$ cat src/rtl/button_conditioner.sv
// Three-channel push-button conditioner: polarity fix, two-flop synchroniser,
// stability-counter debounce, press/release pulses and a prioritised press code.
module button_conditioner #(
    parameter int DEBOUNCE_CYCLES = 1000000,
    parameter int CNT_W           = 20,
    parameter bit ACTIVE_LOW      = 1'b0
) (
    input  logic       clk,
    input  logic       rst,
    input  logic [2:0] btn_raw,
    output logic [2:0] btn_level,
    output logic [2:0] btn_press,
    output logic [2:0] btn_release,
    output logic       press_valid,
    output logic [1:0] press_id
);

    localparam logic [CNT_W-1:0] CNT_LAST = CNT_W'(DEBOUNCE_CYCLES - 1);
    localparam logic [CNT_W-1:0] CNT_ONE  = CNT_W'(1);
    localparam logic [CNT_W-1:0] CNT_ZERO = {CNT_W{1'b0}};

    logic [2:0]            in_s;
    logic [2:0]            s1_r;
    logic [2:0]            s2_r;
    logic [2:0][CNT_W-1:0] cnt_r;
    logic [2:0][CNT_W-1:0] cnt_nxt_s;
    logic [2:0]            level_r;
    logic [2:0]            level_nxt_s;
    logic [2:0]            press_r;
    logic [2:0]            press_nxt_s;
    logic [2:0]            release_r;
    logic [2:0]            release_nxt_s;
    logic                  valid_r;
    logic                  valid_nxt_s;
    logic [1:0]            id_r;
    logic [1:0]            id_nxt_s;

    // Normalise pin polarity so that 1 always means pressed.
    always_comb begin
        if (ACTIVE_LOW) begin
            in_s = ~btn_raw;
        end else begin
            in_s = btn_raw;
        end
    end

    // Two-flop synchroniser per channel.
    always_ff @(posedge clk or posedge rst) begin
        if (rst) begin
            s1_r <= 3'b000;
            s2_r <= 3'b000;
        end else begin
            s1_r <= in_s;
            s2_r <= s1_r;
        end
    end

    // Stability counter: any agreement with the current level restarts the count.
    always_comb begin
        level_nxt_s = level_r;
        cnt_nxt_s   = cnt_r;
        for (int i = 0; i < 3; i++) begin
            if (s2_r[i] == level_r[i]) begin
                cnt_nxt_s[i] = CNT_ZERO;
            end else if (cnt_r[i] == CNT_LAST) begin
                level_nxt_s[i] = s2_r[i];
                cnt_nxt_s[i]   = CNT_ZERO;
            end else begin
                cnt_nxt_s[i] = cnt_r[i] + CNT_ONE;
            end
        end
    end

    // Edge pulses derived from the level about to be registered.
    always_comb begin
        press_nxt_s   = level_nxt_s & ~level_r;
        release_nxt_s = level_r & ~level_nxt_s;
        valid_nxt_s   = |press_nxt_s;
    end

    // Lowest-index press wins the code; releases never produce a code.
    always_comb begin
        id_nxt_s = 2'd0;
        if (press_nxt_s[0]) begin
            id_nxt_s = 2'd1;
        end else if (press_nxt_s[1]) begin
            id_nxt_s = 2'd2;
        end else if (press_nxt_s[2]) begin
            id_nxt_s = 2'd3;
        end else begin
            id_nxt_s = 2'd0;
        end
    end

    // Debounce state and registered outputs.
    always_ff @(posedge clk or posedge rst) begin
        if (rst) begin
            cnt_r     <= {3{CNT_ZERO}};
            level_r   <= 3'b000;
            press_r   <= 3'b000;
            release_r <= 3'b000;
            valid_r   <= 1'b0;
            id_r      <= 2'd0;
        end else begin
            cnt_r     <= cnt_nxt_s;
            level_r   <= level_nxt_s;
            press_r   <= press_nxt_s;
            release_r <= release_nxt_s;
            valid_r   <= valid_nxt_s;
            id_r      <= id_nxt_s;
        end
    end

    assign btn_level   = level_r;
    assign btn_press   = press_r;
    assign btn_release = release_r;
    assign press_valid = valid_r;
    assign press_id    = id_r;

endmodule

$ cat config.mk
export PLATFORM = sky130hd
export DESIGN_NAME = button_conditioner
export DESIGN_NICKNAME = d
export VERILOG_FILES = /design/src/rtl/button_conditioner.sv
export SDC_FILE = /design/constraint.sdc
export NUM_CORES = 1
export LEC_CHECK = 0
export ABC_AREA = 1
export CELL_PAD_IN_SITES_DETAIL_PLACEMENT = 1
export CELL_PAD_IN_SITES_GLOBAL_PLACEMENT = 1
export CORE_AREA = 4 4 96 98
export CTS_BUF_LIST = sky130_fd_sc_hd__clkbuf_8
export CTS_CLUSTER_DIAMETER = 30
export DETAILED_ROUTE_END_ITERATION = 7
export DIE_AREA = 0 0 100 102
export DONT_BUFFER_PORTS = 1
export PLACE_DENSITY_LB_ADDON = 0.1
export SYNTH_ARGS = -nofsm -noshare
export SYNTH_HDL_FRONTEND = slang
export SYNTH_SLANG_ARGS = --single-unit
$ cat constraint.sdc
create_clock -name clk -period 3.3 [get_ports clk]
set_clock_uncertainty 0.1 [all_clocks]
set_input_delay 0.495 -clock clk [delete_from_list [all_inputs] [get_ports clk]]
set_output_delay 0.495 -clock clk [all_outputs]
set_load 0.01 [all_outputs]
Word level (Yosys, flattened, before mapping):

Index checks and enable logic that the tools add are counted.

* add/sub/neg operators: 3
* equality and inequality tests: 6
* muxes and demuxes: 15
* bitwise logic cells: 4
* reductions and logical operators: 1

Operator list (count)
* 20-bit two-way mux: 6
* 20-bit by 1-bit adder with 20-bit output (second input constant): 3
* 20-bit equality test (second input constant): 3
* 3-bit bitwise AND: 2
* 1-bit two-way mux: 6
* 2-bit two-way mux: 3
* 3-bit NOT: 2
* 1-bit equality test: 3
* 3-bit OR reduction: 1

* register bits after elaboration: 78
* input bits: 5
* output and inout bits: 12
* logic and storage cells: 39

Longest topological paths before layout:

* word-level depth: 7
* depth in mapped cells: 9
* gate-level depth less buffers: 9

Worst setup path before layout:

Ideal clock, no wire load.

* path kind: reg2reg
* start point: reg cnt_r[40] (netlist bit)
* end point: reg cnt_r[49] (netlist bit)
* library setup time: 0.120 ns
* arrival: 1.231 ns
* required time: 3.080 ns
* setup slack: 1.850 ns
* stages on the path, launching flop included: 9
* path buffers: 0
* clock period less this slack: 1.450 ns
* path through: dfrtp_1 ha_1 nand2_1 nor2_4 nand3_1 nor2_2 nor2_4 inv_2 nor2_1

RTL lines
* start, declared: line 25 `logic [2:0][CNT_W-1:0] cnt_r;`
* start signal, assigned: line 98 `cnt_r <= {3{CNT_ZERO}};`
* start signal, assigned: line 105 `cnt_r <= cnt_nxt_s;`

==> run_results.csv <==
group,metric,value,unit
power_and_ir_drop,clockPowerShare,41.4,%
sta,period_needed,1750,ps
cts,cts_tree,"built",
drt,firstDrtPassIters,4,
floorplan,core_area,0.00847,mm^2
cts,cts_hold_buffers,0,
worst_setup_path,start_kind,"flip-flop",
sta,worst_pin_slew,781,ps
drt,routed_wl,9570,um
final_layout,final_common_cell,"nor2_1",
worst_setup_path,r2r_cells,6,
sta,final-setup-viol-count,0,
worst_setup_path,crit_type,"reg2reg",
cts,cts_resized,0,
drt,drcViolationCount,0,
cts,clk-insertion-delay-late,350,ps
floorplan,die_area,0.0102,mm^2
global_routing,grt_pass1_vias,3539,
cts,clk_pin_slew,90,ps
global_routing,gr-usage-all-layers,20.8,%
hold_path,hold_path.class,"in2async",
synth,synthArstFlopShare,100,%
synth,netlist_instances,519,
synth,synth-seq-area-share,47.6,%
power_and_ir_drop,powerDensity,400,mW/mm^2
final_layout,antenna_cells,0,
outcome,violations,"hold timing",
placement,gp_congestion,0.838,
synth,synth-edff-count,0,
worst_setup_path,arrival,1890,ps
placement,io_buffers,0,
placement,hpwlAfterDp,7380,um
worst_setup_path,r2r_end,"cnt_r[49]",
sta,rsz0062_at_grt,"no",
power_and_ir_drop,p_seq_share,54.8,%
synth,synth_seq_cells,78,
cts,post-cts-setup-buffers,0,
final_layout,final_layout_size_suffix_gt1_share,12.5,%
global_routing,grt_pass1_wl,17000,um
synth,synth.avg_cell_area,7.90,um^2
synth,yosys_warnings,0,
floorplan,ios,17,
sta,final_max_slew_viol_count,0,
drt,drt_iter0_drc,72,
floorplan,die_w,100,um
floorplan,fp-row-count,34,
sta,hold_ws,-8.43,ps
sta,clock.fmax,0.572,GHz
flow_run,maxCapViolCount,0,
synth,syn_nets,527,
synth,synthFlopType,"dfrtp_1",
sta,finalHoldViolCount,24,
worst_setup_path,r2r-start,"btn_level[2]",
cts,cts_made_buffers,9,
final_layout,area_growth,8.58,%
cts,cts_buffer_depth,2,
power_and_ir_drop,leakage,0.00199,uW
power_and_ir_drop,p_sw,429,uW
worst_setup_path,cp_max_fo,8,
cts,cts_max_level,3,
power_and_ir_drop,switching_share,24.1,%
global_routing,grt_max_degree,36,
drt,ant_nets,0,
power_and_ir_drop,p_int,1350,uW
drt,vias,3288,
final_layout,final_nets,540,
drt,wl_per_cell,14.8,um
power_and_ir_drop,comb_power_share,3.8,%
final_layout,final_cell_mix,"nor2_1 (130), nand2_1 (121), dfrtp_1 (78)",
drt,vias_per_cell,5.10,
outcome,status,"finished, violations left",
synth,ys_types,29,
sta,maxSlewHeadroom,47.7,%
floorplan,initial_core_util,48.4,%
global_routing,grt-ovfl-total,0,
synth,syn_area,0.00410,mm^2
global_routing,antenna_found_initial,0,
cts,cts_root_buf,"clkbuf_8",
sta,fin_tns_setup,0,ps
floorplan,die_h,102,um
final_layout,fin_util,52.6,%
sta,finalCritPeriodShare,52.9,%
power_and_ir_drop,peakVddDrop,0.194,mV
worst_setup_path,required,3440,ps
worst_setup_path,end_kind,"flip-flop",
cts,cts_sinks,78,
worst_setup_path,rrSetupSlack,1550,ps
[final cells by class]
type	instances	area, um^2
repair buffers	2	15.0
multi-input cells	386	1940
fillers	1061	4020
flip-flops and latches	78	1950
clock inverters	6	62.6
clock buffers	10	138
well taps	108	135
inverters	55	213
[synthesized netlist by cell type, types with 2 or more instances]
cell type	n	area share [%]
nand2_1	121	11
inv_1	51	4.7
nor2_2	17	2.6
nand2_4	3	0.82
xnor2_1	7	1.5
a21oi_1	7	0.85
inv_4	2	0.31
nand3b_2	2	0.55
nor2_4	9	2.5
ha_1	3	0.92
nor2_1	130	12
o21ai_0	5	0.61
dfrtp_1	78	48
nand3_2	6	1.5
nand2_2	6	0.92
nand3_1	23	2.8
inv_2	2	0.18
nand4_1	7	1.1
nor3b_1	2	0.37
xor2_1	22	4.7
nor3_1	8	0.98
[worst max-delay path by stage]
stage | startpoint | endpoint | cells after the start
final | btn_level[2] | cnt_r[49] | 6
after global routing | cnt_r[40] | cnt_r[43] | 8
after CTS | btn_level[2] | cnt_r[49] | 6
after detailed placement | btn_level[2] | cnt_r[43] | 6
after global placement | btn_level[2] | cnt_r[46] | 6
after floorplan | rst | btn_level[0] | 1
[layer usage]
layer	vias to the layer above	part of all wire [%]	GRT usage [%]
met5	-	0	0
met4	0	1.3	6.63
met3	12	1.9	2.66
met2	33	47	33.8
met1	1618	50	29.1
li1	1625	-	-
[sequential cells by signal, summed over array words and instances (netlist names)]
signal	cells
s1_r	3
s2_r	3
press_valid	1
btn_release	3
btn_level	3
btn_press	3
cnt_r	60
press_id	2
[worst max-delay path, cell delays in order (launching register included)]
cell	delay [ps]
dfrtp_1	450
inv_1	100
nor2_1	40
nor2_1	590
nor2_4	150
inv_2	150
nor2_1	50
[through the flow]
stage               total power [uW]  cells  setup WS [ps]  instance area (um^2)  hold slack [ps]
floorplan                       1040    519            710                  4100              231
global placement                1060    629           1590                  4250              233
detailed placement              1070    629           1560                  4250              241
CTS                             1810    645           1550                  4450            0.995
global route                    1850    645           1420                  4450             23.7
finish                          1780    645           1550                  4450            -8.43
[logic make-up after synthesis]
logic type,share of synthesized area [%]
XOR/XNOR,6.20
AND/OR/NAND/NOR,38.1
buffers and inverters,5.16
AO/OA/AOI/OAI,1.98
adder cells (fa/ha/maj),0.916
flip-flops,47.6
[power groups by stage]
stage | clock network [uW] | registers [uW] | logic [uW]
final | 738 | 977 | 67.1
after detailed placement | 0 | 996 | 69.6
after floorplan | 0 | 994 | 51.0
after global placement | 0 | 995 | 66.4
after global routing | 793 | 980 | 79.1
after CTS | 758 | 977 | 69.9
No activity file was read; power rests on OpenSTA's default activity.
